<file path="config.mk">
export PLATFORM = sky130hd
export DESIGN_NAME = spi_fsm
export DESIGN_NICKNAME = d
export VERILOG_FILES = /design/src/rtl/spi_pkg.sv /design/src/rtl/spi_bit_counter.sv /design/src/rtl/spi_fsm.sv
export SDC_FILE = /design/constraint.sdc
export NUM_CORES = 1
export LEC_CHECK = 0
export ABC_AREA = 1
export BUFFER_PORTS_ARGS = -buffer_cell sky130_fd_sc_hd__buf_4
export CORE_AREA = 4 4 41 43
export CTS_BUF_LIST = sky130_fd_sc_hd__clkbuf_16
export CTS_CLUSTER_SIZE = 25
export DETAILED_ROUTE_END_ITERATION = 12
export DIE_AREA = 0 0 45 47
export GPL_ROUTABILITY_DRIVEN = 0
export PLACE_DENSITY = 0.6
export SETUP_SLACK_MARGIN = 0.2
export SYNTH_ARGS = -nofsm -noshare
export SYNTH_HDL_FRONTEND = slang
export SYNTH_SLANG_ARGS = --single-unit
</file>
<file path="constraint.sdc">
create_clock -name clk -period 2.1 [get_ports clk]
set_clock_uncertainty 0.1 [all_clocks]
set_input_delay 0.21 -clock clk [delete_from_list [all_inputs] [get_ports clk]]
set_output_delay 0.21 -clock clk [all_outputs]
set_load 0.01 [all_outputs]
</file>
<file path="src/rtl/spi_pkg.sv">
// Shared types and constants for the SPI slave control FSM.
package spi_pkg;

  localparam int ADDR_BITS_DEF = 8;
  localparam int DATA_BITS_DEF = 8;

  localparam logic RW_READ  = 1'b1;
  localparam logic RW_WRITE = 1'b0;

  typedef enum logic [2:0] {
    ST_IDLE,
    ST_ADDR,
    ST_DECODE,
    ST_READ_LOAD,
    ST_READ_OUT,
    ST_WRITE_IN,
    ST_WRITE_MEM,
    ST_DONE
  } state_e;

  // Wide enough to hold the larger phase length exactly, with one spare bit.
  function automatic int cnt_width(input int a, input int b);
    return $clog2((a > b) ? a : b) + 1;
  endfunction

endpackage

</file>
<file path="src/rtl/spi_bit_counter.sv">
// Bit counter for the command and data phases: clear, increment, terminal compare.
module spi_bit_counter #(
  parameter int W = 4
) (
  input  logic         clk,
  input  logic         reset_n,
  input  logic         clr_i,
  input  logic         inc_i,
  input  logic [W-1:0] target_i,
  output logic         term_o
);

  logic [W-1:0] count_q;
  logic [W-1:0] count_d;

  always_comb begin
    count_d = count_q;
    if (clr_i) begin
      count_d = '0;
    end else if (inc_i) begin
      count_d = count_q + 1'b1;
    end
  end

  always_ff @(posedge clk or negedge reset_n) begin
    if (!reset_n) begin
      count_q <= '0;
    end else begin
      count_q <= count_d;
    end
  end

  // High while the count sits on the index of the phase's final bit.
  assign term_o = (count_q == target_i);

endmodule

</file>
<file path="src/rtl/spi_fsm.sv">
// SPI slave control FSM: sequences command shift, address latch, memory read/write
// and MISO enable from conditioned chip-select and SCLK edge pulses.
module spi_fsm
  import spi_pkg::*;
#(
  parameter int ADDR_BITS = ADDR_BITS_DEF,
  parameter int DATA_BITS = DATA_BITS_DEF
) (
  input  logic clk,
  input  logic reset_n,
  input  logic cs_cond,
  input  logic sclk_pos,
  input  logic sclk_neg,
  input  logic rw_bit,
  output logic sr_shift,
  output logic sr_load,
  output logic addr_we,
  output logic dm_we,
  output logic miso_en
);

  localparam int CNT_W = cnt_width(ADDR_BITS, DATA_BITS);
  localparam logic [CNT_W-1:0] ADDR_LAST = CNT_W'(ADDR_BITS - 1);
  localparam logic [CNT_W-1:0] DATA_LAST = CNT_W'(DATA_BITS - 1);

  state_e           state_q;
  state_e           state_d;
  logic             cnt_clr;
  logic             cnt_inc;
  logic [CNT_W-1:0] cnt_target;
  logic             cnt_term;

  spi_bit_counter #(
    .W(CNT_W)
  ) u_bit_counter (
    .clk      (clk),
    .reset_n  (reset_n),
    .clr_i    (cnt_clr),
    .inc_i    (cnt_inc),
    .target_i (cnt_target),
    .term_o   (cnt_term)
  );

  always_ff @(posedge clk or negedge reset_n) begin
    if (!reset_n) begin
      state_q <= ST_IDLE;
    end else begin
      state_q <= state_d;
    end
  end

  always_comb begin
    state_d    = state_q;
    sr_shift   = 1'b0;
    sr_load    = 1'b0;
    addr_we    = 1'b0;
    dm_we      = 1'b0;
    miso_en    = 1'b0;
    cnt_clr    = 1'b0;
    cnt_inc    = 1'b0;
    cnt_target = ADDR_LAST;

    // Chip-select deassertion outside IDLE wins over everything else.
    if (cs_cond && (state_q != ST_IDLE)) begin
      state_d = ST_IDLE;
    end else begin
      unique case (state_q)
        ST_IDLE: begin
          cnt_clr = 1'b1;
          if (!cs_cond) begin
            state_d = ST_ADDR;
          end
        end
        ST_ADDR: begin
          cnt_target = ADDR_LAST;
          if (sclk_pos) begin
            sr_shift = 1'b1;
            cnt_inc  = 1'b1;
            if (cnt_term) begin
              state_d = ST_DECODE;
            end
          end
        end
        ST_DECODE: begin
          addr_we = 1'b1;
          cnt_clr = 1'b1;
          state_d = (rw_bit == RW_READ) ? ST_READ_LOAD : ST_WRITE_IN;
        end
        ST_READ_LOAD: begin
          sr_load = 1'b1;
          state_d = ST_READ_OUT;
        end
        ST_READ_OUT: begin
          miso_en    = 1'b1;
          cnt_target = DATA_LAST;
          if (sclk_neg) begin
            sr_shift = 1'b1;
            cnt_inc  = 1'b1;
            if (cnt_term) begin
              state_d = ST_DONE;
            end
          end
        end
        ST_WRITE_IN: begin
          cnt_target = DATA_LAST;
          if (sclk_pos) begin
            sr_shift = 1'b1;
            cnt_inc  = 1'b1;
            if (cnt_term) begin
              state_d = ST_WRITE_MEM;
            end
          end
        end
        ST_WRITE_MEM: begin
          dm_we   = 1'b1;
          state_d = ST_DONE;
        end
        ST_DONE: begin
          state_d = ST_DONE;
        end
        default: begin
          state_d = ST_IDLE;
        end
      endcase
    end
  end

endmodule

</file>
==> results.cfg <==
[final_layout]
drive_gt1_share_pct = 31.8
mostFrequentLayoutCells = nand2_1, nand3_1, buf_4, dfrtp_1, inv_1
final_common_cell = nand2_1
num_antenna_cells = 0
syn_to_final_growth_pct = 37.3
finalNetCount = 93
fillers = 144

[pwr]
p_leak_nw = 0.370
p_switching_w = 0.000365
sw_frac_of_total_pct = 39.1
power_frac_clock_pct = 33.0
vdd_drop_max_mv = 0.906
power_w = 0.000935
power.density_mw_per_mm2 = 1390
pwr-share-comb_pct = 42.3
p_int_w = 0.000569
p_seq_share_pct = 24.7

[setup_path]
path_class = register to primary output
worst_setup_path_end_kind = primary output
r2r_setup_slack_ns = 0.83
crit_top_cell = nand2_2
reg2reg_from = state_q[0]
critical_path_arrival_ns = 1.30
worstPathRequired_ns = 1.79
crit_path_max_fanout = 6
startpoint_type = register
cp_cell_sequence = nor2_2, nand2_2, nand2_2, nand2_4, clkinv_4, buf_4
r2r-end = u_bit_counter.count_q[0]
critPathMaxStageDelay_ns = 0.42
cp_slowest_cell = dfrtp_1
reg2reg_depth = 6

[timing]
setup_viol = 0
finalWorstSetupSlack_ns = 0.487
drv_slew = 0
finalHoldViolations = 0
fmax_mhz = 620
relSlewSlack_pct = 86.9
tns_ns = 0
fin_crit_sh_pct = 76.8
timing.final.crit_period_ns = 1.61
worst_pin_slew_ns = 0.196
rsz0062_at_grt = false

[synth]
synthSimpleGateAreaFrac_pct = 43.5
synth_area_leaders = dfrtp_1, nand2_1, nand3_1, inv_1, inv_2
synth_fa_ha_area_share_pct = 2.56
seq_area_frac_synth_pct = 35.8
netlist_area_um2 = 489
synth_top_family_by_area = simple AND/OR/NAND/NOR gates
synthXorXnorAreaFrac_pct = 1.79
syn_inst = 70
synth_seq_cells = 7
yosysWarnings = 0
synth.net_count = 77
ys_types = 19
synthMuxAreaShare_pct = 0
synth_top_cell_area_share_pct = 35.8
yosys.area.top_type = dfrtp_1
syn_area_per_cell_um2 = 6.99
synth_compound_area_share_pct = 6.91

[global_route]
globalRouteTotalUtil_pct = 11.2
first_global_vias = 436
grt_pass1_wl_um = 1700
antenna_found_initial = 0
grt.overflow.total = 0
grt_max_degree = 8

[die]
dieHeight_um = 47
io_pins = 11
start_util_pct = 37.6
rows = 13
fp.coreArea_mm2 = 0.00130
floorplan.die.width_um = 45
dieArea_mm2 = 0.00212

[cts]
cts_tree = yes
clkLatencyLatePin_ns = 0.23
root_buffer = clkbuf_16
cts_buffers = 3
cts_setup_buffers = 0
path_clk_slew_ns = 0.03
cts_max_level = 1
cts_buffer_depth = 2
cts.sinks = 7

[placed_design]
dp_hpwl_um = 765
post-place-ws_ns = 0.734
portBuffers = 10

[worst_hold_path]
worstHoldEndpoint = state_q[1]
whs_path_depth = 4
hold_class = primary input to register
hold_path_startpoint = cs_cond

[drt]
totalWireLength_um = 914
drtIter0Drc = 4
viasPerCell = 4.49
dr.pass1.iters = 6
drt.antenna.violating_nets = 0
vias = 449
wl_per_cell_um = 9.14
drcViolationCount = 0

[outcome]
outcome = finished, final reports clean

[run]
drv_cap = 0
## worst max path at each step
stage / start / to / slack, ns / cells after the start
6_report: state_q[0] / sr_shift / 0.49 / 6
2_1_floorplan: state_q[0] / sr_shift / 0.90 / 5
5_1_grt: state_q[0] / sr_shift / 0.40 / 6
4_1_cts: state_q[0] / sr_shift / 0.49 / 6
3_3_place_gp: state_q[0] / sr_shift / 0.75 / 6
3_5_place_dp: state_q[0] / sr_shift / 0.73 / 6
## metrics by stage
step	cells	hold WS [ns]	instance area [um^2]	util [%]
floorplan	70	-0.186	489	-
global placement	95	-0.0767	583	44.8
detailed placement	95	-0.0772	583	44.8
CTS	100	0.210	672	51.6
global route	100	0.241	672	51.6
finish	100	0.211	672	51.6
## flip-flops by register name, indices dropped and copies added, names as in the netlist
register / count
state_q: 3
u_bit_counter.count_q: 4
## critical path, delay by kind of cell (launching register included)
kind / cells / cell delay [ns]
buffers and inverters: 2 / 0.17
and+or+nand+nor: 4 / 0.49
DFF: 1 / 0.42
## repair_timing
item                      in CTS  in global routing
hold buffers                   1                  0
hold endpoints to repair       7                  0
resized for setup              0                  0
## layout make-up
class	count	area (um^2)	share of cell area [%]
sequential	7	175	26.1
tap	15	18.8	2.79
clock inverter	1	3.75	0.559
timing repair buffer	11	85.1	12.7
clock buffer	3	75.1	11.2
multi-input combinational	52	268	39.9
inverter	11	46.3	6.89
## power groups by stage
stage          logic [W]  registers, W  clock network, W
2_1_floorplan   0.000310      0.000223                 0
3_3_place_gp    0.000397      0.000233                 0
3_5_place_dp    0.000396      0.000232                 0
4_1_cts         0.000399      0.000230          0.000314
5_1_grt         0.000449      0.000240          0.000327
6_report        0.000395      0.000231          0.000309
## per-layer routing
metal	up-vias	GRT usage, %	part of all wire [%]
met5	-	0	0
li1	258	-	-
met2	10	15.8	45
met3	2	3.45	4.5
met1	179	14.9	49
met4	0	7.02	0.88
## cell families (layout without fill, tap and decap cells)
| kind of cell | Yosys count | count (layout) |
|---|---|---|
| buffers and inverters | 11 | 26 |
| adders and majority gates | 1 | 1 |
| xor gates and xnor gates | 1 | 1 |
| AOI/OAI and AO/OA | 6 | 6 |
| and+or+nand+nor | 44 | 44 |
| DFF | 7 | 7 |
## cell usage after synthesis
master / number
ha_1: 1
inv_2: 5
nand2_4: 1
nand2_2: 2
o21ai_2: 1
nand4_1: 1
nand2_1: 21
inv_1: 5
o21ai_0: 1
a21oi_1: 3
nor2_4: 1
nor3_1: 2
nor2_1: 1
clkinv_4: 1
xor2_1: 1
o21ai_1: 1
dfrtp_1: 7
nor2_2: 3
nand3_1: 12
Note: power is estimated with default switching activity, not from simulation.
